--- config.mk ---
export PLATFORM = sky130hd
export DESIGN_NAME = seq_serializer
export DESIGN_NICKNAME = d
export VERILOG_FILES = /design/src/rtl/seq_pkg.sv /design/src/rtl/bit_tick_gen.sv /design/src/rtl/seq_serializer.sv
export SDC_FILE = /design/constraint.sdc
export NUM_CORES = 1
export LEC_CHECK = 0
export ABC_AREA = 1
export CELL_PAD_IN_SITES_DETAIL_PLACEMENT = 1
export CELL_PAD_IN_SITES_GLOBAL_PLACEMENT = 1
export CORE_ASPECT_RATIO = 0.7
export CORE_MARGIN = 2
export CORE_UTILIZATION = 40
export DETAILED_ROUTE_END_ITERATION = 7
export DONT_BUFFER_PORTS = 1
export PLACE_DENSITY = 0.78
export RECOVER_POWER = 50
export SLEW_MARGIN = 20
export SYNTH_ARGS = -nofsm -noshare
export SYNTH_HDL_FRONTEND = slang
export SYNTH_SLANG_ARGS = --single-unit
--- constraint.sdc ---
create_clock -name clk -period 1.2 [get_ports clk]
set_input_delay 0.24 -clock clk [delete_from_list [all_inputs] [get_ports clk]]
set_output_delay 0.24 -clock clk [all_outputs]
set_load 0.01 [all_outputs]
--- src/rtl/seq_pkg.sv ---
// Shared definitions for the serial pattern source and its detector bench.
package seq_pkg;

  typedef enum logic [1:0] {
    IDLE  = 2'd0,
    SHIFT = 2'd1,
    DONE  = 2'd2
  } ser_state_t;

  localparam int unsigned DEF_WIDTH = 8;
  localparam int unsigned DEF_DIV   = 1;

endpackage

--- src/rtl/bit_tick_gen.sv ---
// Bit-period timer: tick is high on the last of DIV cycles of each bit.
module bit_tick_gen
  import seq_pkg::*;
#(
  parameter int unsigned DIV = DEF_DIV
) (
  input  logic clk,
  input  logic reset,
  input  logic clear,
  input  logic enable,
  output logic tick
);

  localparam int unsigned CW = (DIV > 1) ? $clog2(DIV) : 1;

  logic [CW-1:0] cnt_q, cnt_d;
  logic          tick_q, tick_d;

  // tick is precomputed from the next count so it can be a flop output
  always_comb begin
    cnt_d = cnt_q;
    if (clear) begin
      cnt_d = '0;
    end else if (enable) begin
      cnt_d = (cnt_q == CW'(DIV - 1)) ? '0 : cnt_q + CW'(1);
    end
    tick_d = (clear | enable) & (cnt_d == CW'(DIV - 1));
  end

  always_ff @(posedge clk or posedge reset) begin
    if (reset) begin
      cnt_q  <= '0;
      tick_q <= 1'b0;
    end else begin
      cnt_q  <= cnt_d;
      tick_q <= tick_d;
    end
  end

  assign tick = tick_q;

endmodule

--- src/rtl/seq_serializer.sv ---
// Parallel-to-serial pattern source: MSB-first, each bit held DIV cycles,
// idle-low line, one-cycle done pulse after the last bit.
module seq_serializer
  import seq_pkg::*;
#(
  parameter int unsigned WIDTH = DEF_WIDTH,
  parameter int unsigned DIV   = DEF_DIV,
  parameter int unsigned LW    = $clog2(WIDTH + 1)
) (
  input  logic             clk,
  input  logic             reset,
  input  logic             start,
  input  logic [WIDTH-1:0] data,
  input  logic [LW-1:0]    len,
  output logic             serial_out,
  output logic             bit_valid,
  output logic             busy,
  output logic             done
);

  ser_state_t       state_q, state_d;
  logic [WIDTH-1:0] shreg_q, shreg_d;
  logic [LW-1:0]    bits_left_q, bits_left_d;
  logic             serial_q, serial_d;
  logic             valid_q, valid_d;
  logic             busy_q, busy_d;
  logic             done_q, done_d;
  logic             accept;
  logic             tick;
  logic [LW-1:0]    align;

  assign accept = (state_q == IDLE) && start && (len != '0) && (len <= LW'(WIDTH));
  assign align  = LW'(WIDTH) - len;

  bit_tick_gen #(
    .DIV(DIV)
  ) u_tick (
    .clk   (clk),
    .reset (reset),
    .clear (accept),
    .enable(busy_q),
    .tick  (tick)
  );

  // Outputs are computed one cycle ahead so every port is a flop
  always_comb begin
    state_d     = state_q;
    shreg_d     = shreg_q;
    bits_left_d = bits_left_q;
    serial_d    = serial_q;
    valid_d     = valid_q;
    busy_d      = busy_q;
    done_d      = 1'b0;
    case (state_q)
      IDLE: begin
        if (accept) begin
          shreg_d     = data << align;
          bits_left_d = len;
          serial_d    = shreg_d[WIDTH-1];
          valid_d     = 1'b1;
          busy_d      = 1'b1;
          state_d     = SHIFT;
        end
      end
      SHIFT: begin
        if (tick) begin
          shreg_d     = shreg_q << 1;
          bits_left_d = bits_left_q - LW'(1);
          if (bits_left_q == LW'(1)) begin
            serial_d = 1'b0;
            valid_d  = 1'b0;
            busy_d   = 1'b0;
            done_d   = 1'b1;
            state_d  = DONE;
          end else begin
            serial_d = shreg_d[WIDTH-1];
          end
        end
      end
      DONE: begin
        state_d = IDLE;
      end
      default: begin
        state_d  = IDLE;
        serial_d = 1'b0;
        valid_d  = 1'b0;
        busy_d   = 1'b0;
      end
    endcase
  end

  always_ff @(posedge clk or posedge reset) begin
    if (reset) begin
      state_q     <= IDLE;
      shreg_q     <= '0;
      bits_left_q <= '0;
      serial_q    <= 1'b0;
      valid_q     <= 1'b0;
      busy_q      <= 1'b0;
      done_q      <= 1'b0;
    end else begin
      state_q     <= state_d;
      shreg_q     <= shreg_d;
      bits_left_q <= bits_left_d;
      serial_q    <= serial_d;
      valid_q     <= valid_d;
      busy_q      <= busy_d;
      done_q      <= done_d;
    end
  end

  assign serial_out = serial_q;
  assign bit_valid  = valid_q;
  assign busy       = busy_q;
  assign done       = done_q;

endmodule
; ---- Yosys cells after proc, flatten, opt, wreduce, memory -nomap -nowiden
; Cells that the tools add are included.
[totals]
regBits = 18
in_bits = 15
out_inout_bits = 4
wordCells = 57
[classes]
addsub = 3
n_lt_le_gt_ge = 1
eq_ne = 6
n_shift = 1
muxes = 24
bitwise = 4
reduce_logical = 10
[ops]
columns = cell, n
row1 = 7-bit 2-to-1 mux, 2
row2 = 7-bit case mux with 2 select lines, 1
row3 = 1-bit 2-to-1 mux, 12
row4 = 3-bit AND reduction, 3
row5 = 4-bit 2-to-1 mux, 2
row6 = 4-bit case mux with 2 select lines, 1
row7 = 8-bit by 4-bit << shifter with 8-bit output, 1
row8 = 2-bit 2-to-1 mux, 3
row9 = 1-bit case mux with 3 select lines, 2
row10 = "4-bit by 1-bit == test with 1-bit output, second input constant", 1
row11 = "4-bit <= comparator, second input constant", 1
row12 = "2-bit by 1-bit != test with 1-bit output, second input constant", 2
row13 = 2-bit case mux with 2 select lines, 1
row14 = 4-bit AND reduction, 1
row15 = 4-bit nonzero test, 1
row16 = "4-bit by 1-bit subtractor with 4-bit output, second input constant", 1
row17 = "4-bit subtractor, first input constant", 1
row18 = 1-bit logical AND, 3
row19 = "2-bit by 1-bit == test with 1-bit output, second input constant", 1
row20 = "2-bit == test, second input constant", 1
row21 = 2-bit zero test, 1
row22 = "2-bit != test, second input constant", 1
row23 = 1-bit NOT, 2
row24 = 2-bit nonzero test, 1
row25 = other kinds (3), 3

; ---- Depth between registers and ports, before layout
; Gate-level depths: netlist of the first run.
[logic_depth]
depth_word = 7
mapped_depth = 13
mapped_depth_nobuf = 11

; ---- Modules after synthesis
; A second synthesis of the first run with hierarchy kept.
[unflattened]
hier_cells = 193
hier_area_um2 = 1222.4
[modules_own_cells]
columns = module, n_inst, cells_each, area_each_um2, seq_area_each_um2
row1 = seq_serializer, 1, 188, 1182.4, 400.4
row2 = bit_tick_gen, 1, 5, 40.0, 25.0

; ---- Worst setup path before layout of the first run
; Ideal clock, no wire load.
[synth_path]
path_kind = input to register
start = input port len[0]
end = register serial_q, in the netlist serial_out
setup_ns = 0.117
arrival_ns = 1.428
required_ns = 1.083
setup_slack_ns = -0.344
path_stages = 12
path_buffers = 2
path_cell_list = buf_6 -> inv_4 -> buf_6 -> ha_1 -> inv_1 -> nand3_1 -> nand3_1 -> nand2_1 -> nand2_1 -> nand2_1 -> nand2_1 -> nand2_1
[synth_between]
elab_chain_len = 5
word_cells_on_any_way = 10
cone_classes = 1 x add/sub / 1 x order compare / 1 x eq/ne / 1 x shift / 2 x mux / 4 x reduce/logical
[synth_lines]
columns = element, line_no
row1 = start: declaration, seq_serializer.sv:14  ; input logic [LW-1:0] len,
row2 = "parallel branches: the longest is 5 deep, another holds 4-bit subtractor", -
row3 = end signal: assignment, seq_serializer.sv:105  ; serial_q <= serial_d;
row4 = end: declaration, seq_serializer.sv:24  ; logic serial_q, serial_d;
; Several ways; the timed one is not identified. The select of a mux whose other input is x is not followed.
; A chain may end at the register's enable or synchronous reset.

; ---- Worst setup path in the final report of the first run
[layout_path]
start = register state_q[0]
end = register shreg_q[3]
[layout_between]
elab_chain_len = 6
word_cells_on_any_way = 10
cone_classes = 3 x eq/ne / 1 x mux / 6 x reduce/logical
[layout_lines]
columns = element, line_no
row1 = start: declaration, seq_serializer.sv:21  ; ser_state_t state_q, state_d;
row2 = start signal: assignment, seq_serializer.sv:102  ; state_q <= state_d;
row3 = 2-bit zero test, "seq_serializer.sv:32, seq_serializer.sv:54"
row4 = 1-bit logical AND (3 in series), seq_serializer.sv:32  ; assign accept = (state_q == IDLE) && start && (len != '0) && (len <= LW'(WIDTH));
row5 = 2-bit by 1-bit != test with 1-bit output (no line), -
row6 = 3-bit AND reduction (no line), -
row7 = end signal: assignment, seq_serializer.sv:103  ; shreg_q <= shreg_d;
row8 = end: declaration, seq_serializer.sv:22  ; logic [WIDTH-1:0] shreg_q, shreg_d;
; Several ways; a longest one is shown, not always the timed one.

==> impl_results.md, run 1 <==
* Die width at about 71 um
* Detailed Place HPWL at 2830 um
* EDFF count, synth at 0
* # DRC at 0
* FF-to-FF path depth at 7
* Synthesized Nets at about 200
* Met2 usage at 49.1%
* Synthesized instance count at around 180
* Post-Place Cell Area at 1420 sq um
* Most used DFF post-synth: dfrtp_1
* RSZ-0062 raised after global routing: yes
* Grt peak-use layer: met2
* Register bit total from synthesis at 17
* Relative slew slack at around 69%
* Crit share post-route at 127%
* Largest area contributor in the netlist: dfrtp_1
* CP bufs+invs at 3
* Share of layout cells above drive strength 1 at 39.5%
* ANT cells at 0
* Failing checks: negative setup slack
* Critical path, cell by cell: inv_2 -> buf_6 -> nor2_4 -> nand2_4 -> buf_8 -> a21boi_1 -> a21oi_1
* Critical path arrival at 1.67 ns
* Gr usage total at a little under 30%
* Cells after DPL at 230
* WP depth at 7
* CP Launch Type: flip-flop
* Top post-synthesis cells by count: 59 x nand2_1, 28 x nand3_1, 17 x dfrtp_1
* FP Rows at 16
* I/O Buffers at 0
* NetSw at 0.401 mW
* CTS sink count at 17
* Least-Margin Pin Slew at 0.471 ns
* Layout Nets at ~230
* Setup WS pre-CTS at -0.158 ns
* Flop2flop setup slack at -0.32 ns
* Initial DRT Pass Iterations at 4
* Sequential Area at between 400 and 500 sq um
* Post-layout util at 61.7%
* Syn avg cell area at 6.94 sq um
* LEAKAGE at 0.835 nW
* DIE AREA at 3570 sq um
* Seq/Total Area, Yosys at about a third
* Clock buffer depth at 2
* Final Wtd Congestion at approximately 0.85
* Area grow syn2layout at 43.2%
* Met1 usage at 36.8%
* Worst EP required at about 1.4 ns
* Vias in the first global route at 1503
* Starting Density at a little over two fifths
* Setup crit end: shreg_q[3]
* Int Power at between 0.8 and 0.9 mW
* Non-filler cells, final at 246
* Switching portion of total power at 31.2%
* Gr ovfl total at 0
* Worst Slack Setup Final at -0.324 ns
* GRT met3 Usage at 6.63%
* Area share of the leading cell type in the synthesized netlist at about 34%
* # fillers at 348
* FF-to-FF End: shreg_q[3]
* Multi-input gate area at 872 sq um
* Wire length per cell at 23.4 um
* Largest net degree at the start of global routing at 18
* Iter 0 DRT Violations at between 100 and 150
* CTS H-Tree Depth at 1
* Synth top area cells: dfrtp_1 34%, nand2_1 18%, nand3_1 11%
* Mapped Area at 1240 sq um
* Asr flop ratio synth at 100%
* Max Cap Viol at 0
* Final WL at 5750 um
* Setup CP Type: reg2reg
* Die height at 50.6 um
* CTS tree: done
* Clock power frac at 35.7%
* Clock slew at reported path FFs at 0.08 ns
* Minimum clock period at 1.52 ns
* I/O Pins at 19
* Largest delay share family, worst path: flip-flops
* Fin area at 1780 sq um
* Clk_lat worst skew at 0.27 ns
* Crit-path max FO at 7
* CP Capture Type: flip-flop
* Setup violators final at 17
* Clock root buffer: clkbuf_8
* Final number of hold-violating endpoints at 0
* Gate power share at 19.2%
* Synth unique cells at 31
* Final ANT Viol Nets at 0
* Peak supply drop at 0.492 mV
* Critical-path top delay cell: dfrtp_1
* Warning count from the yosys run at 0
* Initial antenna violation count at 0
* Vias per cell at between 6 and 7
* Sequential group share of total power at 45.1%
* Crit-path max cell delay at 0.37 ns
* CTS buffer count at 3
* Clock skew at 0.0149 ns
* Final Max Tran Viols at 0
* Power per Cell Area at 723 nW/um^2
* First-pass GRT wire length at 7760 um
* Worst hold margin at approximately 0.18 ns
* Hold WC Path Type: in2reg
* Reg2reg start: state_q[0]
* CORE AREA at 2880 sq um
* Via count at 1524
* CP startpoint: state_q[0]
* Fmax at 656 MHz
* Outcome: finished with violations
* Most frequent cell after synthesis: nand2_1
[worst min path at each step]
stage                                end  cells past startpoint   start
after floorplan           bits_left_q[0]                      1   reset
after global placement    bits_left_q[0]                      2   reset
after CTS                 bits_left_q[3]                      2  len[3]
after global routing      bits_left_q[1]                      2  len[1]
after detailed placement  bits_left_q[0]                      2   reset
final                     bits_left_q[1]                      2  len[1]
[registers in the layout, summed over array words and instances, names as in the netlist]
name and cells:
shreg_q 7, bits_left_q 4, state_q 2, busy 1, done 1, serial_out 1
u_tick.tick 1
[stage by stage]
step | power (mW) | TNS, ns
6_report | 1.29 | -3.22
2_1_floorplan | 0.743 | -1.54
3_5_place_dp | 0.793 | -1.60
4_1_cts | 1.24 | -1.60
5_1_grt | 1.32 | -3.93
3_3_place_gp | 0.785 | -0.937
[area by class of cell]
cell class	instances	share of cell area (%)
inverters	15	3.59
repair buffers	33	18.3
well taps	36	2.53
clock buffers	3	2.32
multi-input cells	141	49.0
clock inverters	1	0.281
flip-flops and latches	17	24.0
[cells in the final DEF, fill, tap and decap left out, types with 4 or more instances in the layout]
cell type  netlist  layout
a21oi_2          1       5
buf_4            1      16
buf_6            4      12
dfrtp_1         17      16
inv_1           11       8
inv_2            3       4
nand2_1         59      52
nand2_2          2       8
nand3_1         28      24
nand3_2          2       5
nor2_1          15       9
nor2_2           1       4
nor2_4           1       4
[repair_timing]
action                     in CTS  in global routing
hold buffers                    1                  0
cloned                          1                  0
gates resized for setup        37                 19
pin swaps                      10                 13
setup endpoints to repair      15                 17
hold endpoints to repair       17                  0
buffers inserted                5                  6
[kinds of logic (layout without fill, tap and decap cells)]
group	Yosys count	after routing	share of synthesized area, %
and+or+nand+nor	114	115	41.3
DFF	17	17	34.2
AOI/OAI and AO/OA	22	22	11.0
buffers and inverters	22	52	9.77
xor gates and xnor gates	1	1	0.705
adders and majority gates	3	3	3.02
[power groups by stage]
stage | clock (mW) | combinational [mW] | sequential, mW
floorplan | 0 | 0.152 | 0.591
global placement | 0 | 0.193 | 0.592
detailed placement | 0 | 0.200 | 0.592
CTS | 0.451 | 0.205 | 0.581
global route | 0.475 | 0.265 | 0.581
finish | 0.460 | 0.246 | 0.581
[layer usage]
metal  share of wire (%)  up-vias  wire [um]
li1                    -      650          -
met1                  39      758       2250
met2                  48       89       2780
met3                 8.8       27        505
met4                 3.7        0        212
met5                   0        -          0
(Power assumes the default switching activity.)
==> inputs of run 2 (changes only) <==
Settings changed: CORE_UTILIZATION 40 to 30, PLACE_DENSITY 0.78 to 0.62.
Clock period 1.2 ns to 1.3 ns, I/O delays scaled along.
==> run 2 against run 1 <==
Against the previous run:
- fmax rose by 16%
- core utilization decreased by 23 points
- global-route usage is 11 points lower
- the flow still finishes with violations (negative setup slack)
- register-to-register slack better by 0.31 ns
- clock power is 13% lower
- wire length decreased by 36%
- non-clock buffer count shrank 14
- die area increased by 31%
- largest power group unchanged
- hold slack better by 0.018 ns
- clock-buffer cell count up 1
- final cell count increased by 0.81%
==> impl_results.md, run 2 (same netlist as run 1, synthesis figures left out) <==
* Clock root buffer: clkbuf_8
* Cells after DPL at between 200 and 250
* Reg with most FFs: shreg_q
* Final Max Tran Viols at 0
* Final WL at 3700 um
* Final number of hold-violating endpoints at 0
* Max Cap Viol at 0
* Commonest cells after routing, fill and taps aside: 55 x nand2_1, 27 x nand3_1, 17 x dfrtp_1, 12 x nor2_1, 11 x buf_4
* Most common cell after layout, fill and taps aside: nand2_1
* Starting Density at 31.5%
* CP bufs+invs at 2
* Worst Slack Setup Final at -0.0179 ns
* Die width at 80.9 um
* FP Rows at 19
* First-pass GRT wire length at 6310 um
* Vias in the first global route at 1312
* CTS H-Tree Depth at 1
* Final ANT Viol Nets at 0
* Share of layout cells above drive strength 1 at between 20% and 30%
* Final Wtd Congestion at just over 0.8
* Die height at 57.8 um
* Clock buffer depth at 2
* RSZ-0062 raised after global routing: yes
* Post-Place Cell Area at 1400 sq um
* FF-to-FF path depth at 7
* Hold WC Path Type: in2reg
* Clock skew at roughly 0.00085 ns
* Minimum clock period at 1.32 ns
* Detailed Place HPWL at approximately 2800 um
* Iter 0 DRT Violations at 32
* Setup TNS at -0.0255 ns
* Non-filler cells, final at ~250
* I/O Pins at 19
* Wire length per cell at between 10 and 15 um
* Failing checks: negative setup slack
* FF-to-FF End: shreg_q[6]
* WHS Path Cells at 2
* Gr usage total at 17.9%
* Largest net degree at the start of global routing at 18
* Critical path, cell by cell: inv_2 -> nand2_2 -> nor2_4 -> nand3_4 -> buf_6 -> a22oi_2 -> a21oi_2
* Critical-path top delay cell: dfrtp_1
* Largest delay share family, worst path: flip-flops
* Setup violators final at 3
* CORE AREA at 3950 sq um
* Initial DRT Pass Iterations at 4
* LEAKAGE at 0.739 nW
* Peak supply drop at around 0.43 mV
* Crit share post-route at 101%
* Initial antenna violation count at 0
* Via count at between 1000 and 1500
* Layout Nets at about 220
* Area grow syn2layout at 23.7%
* Flop2flop setup slack at -0.02 ns
* Max reg flops at 7
* Relative slew slack at 69.9%
* Critical hold path startpoint: len[1]
* Crit-path max cell delay at about 0.39 ns
* Crit-path max FO at 8
* CP Launch Type: flip-flop
* Fmax at 759 MHz
* Setup CP Type: reg2reg
* Hold Crit Endpoint: bits_left_q[1]
* Reg2reg start: state_q[0]
* Critical path arrival at 1.45 ns
* Least-Margin Pin Slew at roughly 0.45 ns
* I/O Buffers at 0
* WP depth at 7
* Vias per cell at 4.91
* Clk_lat worst skew at 0.25 ns
* Gr ovfl total at 0
* Outcome: finished with violations
* ANT cells at 0
* DIE AREA at 4680 sq um
* Worst EP required at around 1.4 ns
* # DRC at 0
* Fin area at 1540 sq um
* Largest regs: shreg_q x7, bits_left_q x4, state_q x2
* CTS buffer count at 3
* CTS sink count at 17
* Power per Cell Area at 728 nW/um^2
* CP Capture Type: flip-flop
* Clock slew at reported path FFs at 0.07 ns
* Tot Pwr at 1.12 mW
* CTS tree: done
run 2: changes by cell type in the layout (fill, tap and decap cells not counted), sizes merged:
cell	delta
buf	-14
clkbuf	+1
clkinv	-1
run 2: final cells by class:
class,count,area [sq um]
inverter,15,63.8
clock buffer,4,45.0
fill,516,2410
sequential,17,425
multi-input combinational,141,763
timing repair buffer,19,174
tap,52,65.1
run 2: how the worst max path moves through the flow:
stage,end,startpoint,slack (ns)
final,shreg_q[6],state_q[0],-0.02
after floorplan,shreg_q[5],len[0],-0.09
after CTS,bits_left_q[2],state_q[0],0.003
after global placement,bits_left_q[2],len[1],-0.09
after global routing,serial_out,state_q[1],-0.08
after detailed placement,bits_left_q[2],len[1],-0.14
run 2: timing repair:
action,4_1_cts,5_1_grt
endpoints found under the setup margin,13,13
hold buffers,1,0
cloned,1,0
pin swaps,6,4
buffers inserted,2,0
resized for setup,14,4
endpoints found under the hold margin,17,0
run 2: through the flow:
| step | hold slack (ns) | setup WS (ns) | utilization (%) |
|---|---|---|---|
| 6_report | 0.196 | -0.0179 | 38.9 |
| 3_3_place_gp | 0.183 | -0.0867 | 35.5 |
| 2_1_floorplan | 0.186 | -0.0888 | - |
| 3_5_place_dp | 0.186 | -0.136 | 35.5 |
| 4_1_cts | 0.195 | 0.00309 | 38.7 |
| 5_1_grt | 0.198 | -0.0846 | 38.9 |
run 2: worst reg2reg max path, delay by kind of cell (launching register included):
family / cells / cell delay [ns]
AOI/OAI and AO/OA: 2 / 0.21
buffers and inverters: 2 / 0.26
DFF: 1 / 0.39
and+or+nand+nor: 3 / 0.35
run 2: routing by layer:
layer  global-route usage [%]  wire length, um
met1                     25.1             1840
met2                     29.0             1730
met3                     4.83              120
met4                     1.45                9
met5                        0                0
run 2: report_power, final:
group          switching, mW  total (mW)  leakage (nW)  internal, mW
Sequential           0.00420       0.536         0.200         0.532
Combinational          0.118       0.184         0.516        0.0661
Clock                  0.181       0.399        0.0228         0.217
==> inputs of run 3 (changes only) <==
Settings changed: ABC_AREA 1 to default, CTS_CLUSTER_SIZE from default to 24, PLACE_DENSITY 0.62 to 0.6.
==> run 3 against run 2 <==
Against the previous run:
- the flow still finishes with violations (negative setup slack)
- register-to-register slack lost 0.12 ns
- highest routed layer unchanged
- synthesized cell count fell by 28%
- largest cell class unchanged
- clock skew is 0.0066 ns higher
- hold slack got worse by 0.032 ns
- setup slack lost 0.12 ns
- global-route usage fell by 1.9 points
- sequential share of layout area fell by 1.8 points
- first-iteration DRC count increased by 41%
- combinational power is essentially flat
- total power about the same
- die area decreased by 6.5%
- clock-buffer cell count is 1 lower
==> impl_results.md, run 3 <==
* Layout Nets at 179
* Mapped Area at ~1200 sq um
* Area share of the leading cell type in the synthesized netlist at 36.8%
* Starting Density at about a third
* Minimum clock period at between 1 and 1.5 ns
* Fin area at between 1500 and 2000 sq um
* LEAKAGE at 0.726 nW
* CP startpoint: state_q[0]
* Reg with most FFs: shreg_q
* Clock buffer depth at 2
* Share of layout cells above drive strength 1 at slightly below 40%
* # DRC at 0
* Most frequent cell after synthesis: dfrtp_1
* Hold WC Path Type: in2reg
* Critical hold path startpoint: start
* Wire length per cell at 16.3 um
* CTS sink count at 17
* Crit-path max FO at 5
* Failing checks: negative setup slack
* XOR/XNOR Fraction of Synth Area at 3.03%
* Setup violators final at 12
* Final Wtd Congestion at 0.838
* Syn avg cell area at 9.03 sq um
* DIE AREA at 4370 sq um
* RSZ-0062 raised after global routing: yes
* FP Rows at 18
* Die width at roughly 78 um
* Synthesized Nets at 146
* Clock skew at 0.00745 ns
* Initial antenna violation count at 0
* Asr flop ratio synth at 100%
* Die height at 55.9 um
* I/O Pins at 19
* Synth Area in Adders at 3.25%
* Top post-synthesis cells by count: 17 x dfrtp_1, 15 x o21ai_0, 12 x nand2_1
* Simple-gate share of the synthesized area at 17.7%
* Least-Margin Pin Slew at 0.441 ns
* Largest regs: shreg_q x7, bits_left_q x4, state_q x2
* Detailed Place HPWL at ~2500 um
* Outcome: finished with violations
* Clock root buffer: clkbuf_8
* Final WL at roughly 3400 um
* Max Cap Viol at 0
* Non-filler cells, final at 210
* Gr usage total at 16.1%
* Setup CP Type: reg2reg
* Via count at between 1000 and 1500
* CTS tree: done
* Crit share post-route at 111%
* Tot Pwr at 1.12 mW
* Power per Cell Area at 680 nW/um^2
* CP Capture Type: flip-flop
* Gr ovfl total at 0
* CTS buffer count at 3
* ANT cells at 0
* Critical path, cell by cell: nor2b_4 -> a32oi_4 -> buf_6 -> mux2_4
* Post-synthesis mux area share at 12.9%
* Warning count from the yosys run at 0
* Critical-path top delay cell: dfrtp_1
* Main combinational cell family by area after synthesis: compound AO/OA/AOI/OAI gates
* Synthesized instance count at 128
* Crit-path max cell delay at roughly 0.42 ns
* Clk_lat worst skew at ~0.26 ns
* I/O Buffers at 0
* Final Max Tran Viols at 0
* Final ANT Viol Nets at 0
* CTS H-Tree Depth at 1
* Compound-Gate Fraction of Synth Area at 19.7%
* Vias in the first global route at 1097
* Fmax at approximately 700 MHz
* CORE AREA at 3600 sq um
* Commonest cells after routing, fill and taps aside: 24 x buf_4, 16 x dfrtp_1, 10 x nand2_1, 10 x buf_6
* Synth top area cells: dfrtp_1 37%, o21ai_0 6.5%, mux2i_1 6.1%
* Peak supply drop at around 0.4 mV
* EDFF count, synth at 0
* Worst Slack Setup Final at -0.137 ns
* Clock slew at reported path FFs at 0.07 ns
* Cells after DPL at between 150 and 200
* Most common cell after layout, fill and taps aside: buf_4
* # fillers at approximately 420
* Critical path arrival at 1.59 ns
* Iter 0 DRT Violations at 45
* Max reg flops at 7
* Largest net degree at the start of global routing at 18
* First-pass GRT wire length at ~5500 um
* CP Launch Type: flip-flop
* Area grow syn2layout at 42.4%
* Seq/Total Area, Yosys at 36.8%
* Final number of hold-violating endpoints at 0
* Reg2reg start: state_q[0]
* Most used DFF post-synth: dfrtp_1
* Relative slew slack at a little over two thirds
* Synth unique cells at 37
* Largest delay share family, worst path: flip-flops
* Register bit total from synthesis at 17
* Initial DRT Pass Iterations at 4
* Vias per cell at 5.08
* CP bufs+invs at 1
* Post-Place Cell Area at 1370 sq um
* Worst EP required at 1.45 ns
* Largest area contributor in the netlist: dfrtp_1
## run 3: per-layer routing
layer | track usage (%) | part of all wire [%] | vias up
met2 | 25.2 | 49 | 15
met3 | 4.06 | 3.3 | 2
met5 | 0 | 0 | -
li1 | - | - | 525
met4 | 3.01 | 0.29 | 0
met1 | 22.6 | 48 | 524
## run 3: stage by stage
step,setup slack (ns),util [%],TNS [ns],hold WS [ns]
2_1_floorplan,-0.468,-,-4.15,0.186
3_3_place_gp,-0.302,38.1,-2.60,0.184
3_5_place_dp,-0.365,38.1,-2.99,0.185
4_1_cts,-0.118,43.2,-0.753,0.163
5_1_grt,-0.199,45.7,-1.59,0.165
6_report,-0.137,45.7,-0.804,0.164
## run 3: path summary, 6_finish.rpt
path                                   to  slack, ns  cells after the start
min reg2reg                bits_left_q[1]       0.51                      2
min                           u_tick.tick       0.16                      2
max reg2reg                    shreg_q[6]      -0.14                      4
min in group asynchronous      shreg_q[6]       0.53                      3
max                            shreg_q[6]      -0.14                      4
max in group asynchronous      state_q[1]       0.45                      3
## run 3: worst register-to-register path: cells and delay by family (launching register included)
| kind | cells | cell delay [ns] |
|---|---|---|
| simple gates | 1 | 0.17 |
| compound gates | 1 | 0.29 |
| mux | 1 | 0.29 |
| buf+inv | 1 | 0.17 |
| flops | 1 | 0.42 |
## run 3: power by group
part	total (mW)	internal, mW	switching (mW)
Clock	0.404	0.213	0.191
Combinational	0.187	0.0970	0.0900
Sequential	0.529	0.529	0
Total	1.12	0.839	0.281
## run 3: repair_timing
item	in CTS	in global routing
gates resized for setup	24	14
pin swaps	6	7
gates cloned	1	0
hold endpoints to repair	17	0
endpoints found under the setup margin	12	12
hold buffers	1	0
setup buffers	6	6
## run 3: area by class of cell
type                    count  area [sq um]  area share (%)
inverters                   7          28.8            1.75
flip-flops and latches     17           427            25.9
multi-input cells          96           774            47.0
clock inverters             1          5.00           0.304
well taps                  50          62.6            3.80
clock buffers               3          41.3            2.51
repair buffers             36           308            18.7
## run 3: cell families (layout without fill, tap and decap cells)
family                   after synthesis  after routing
AO/OA/AOI/OAI                         37             37
XOR/XNOR                               4              4
adder cells (fa/ha/maj)                3              3
buffers and inverters                 15             47
flip-flops                            17             17
multiplexers                          11             11
AND/OR/NAND/NOR                       41             41
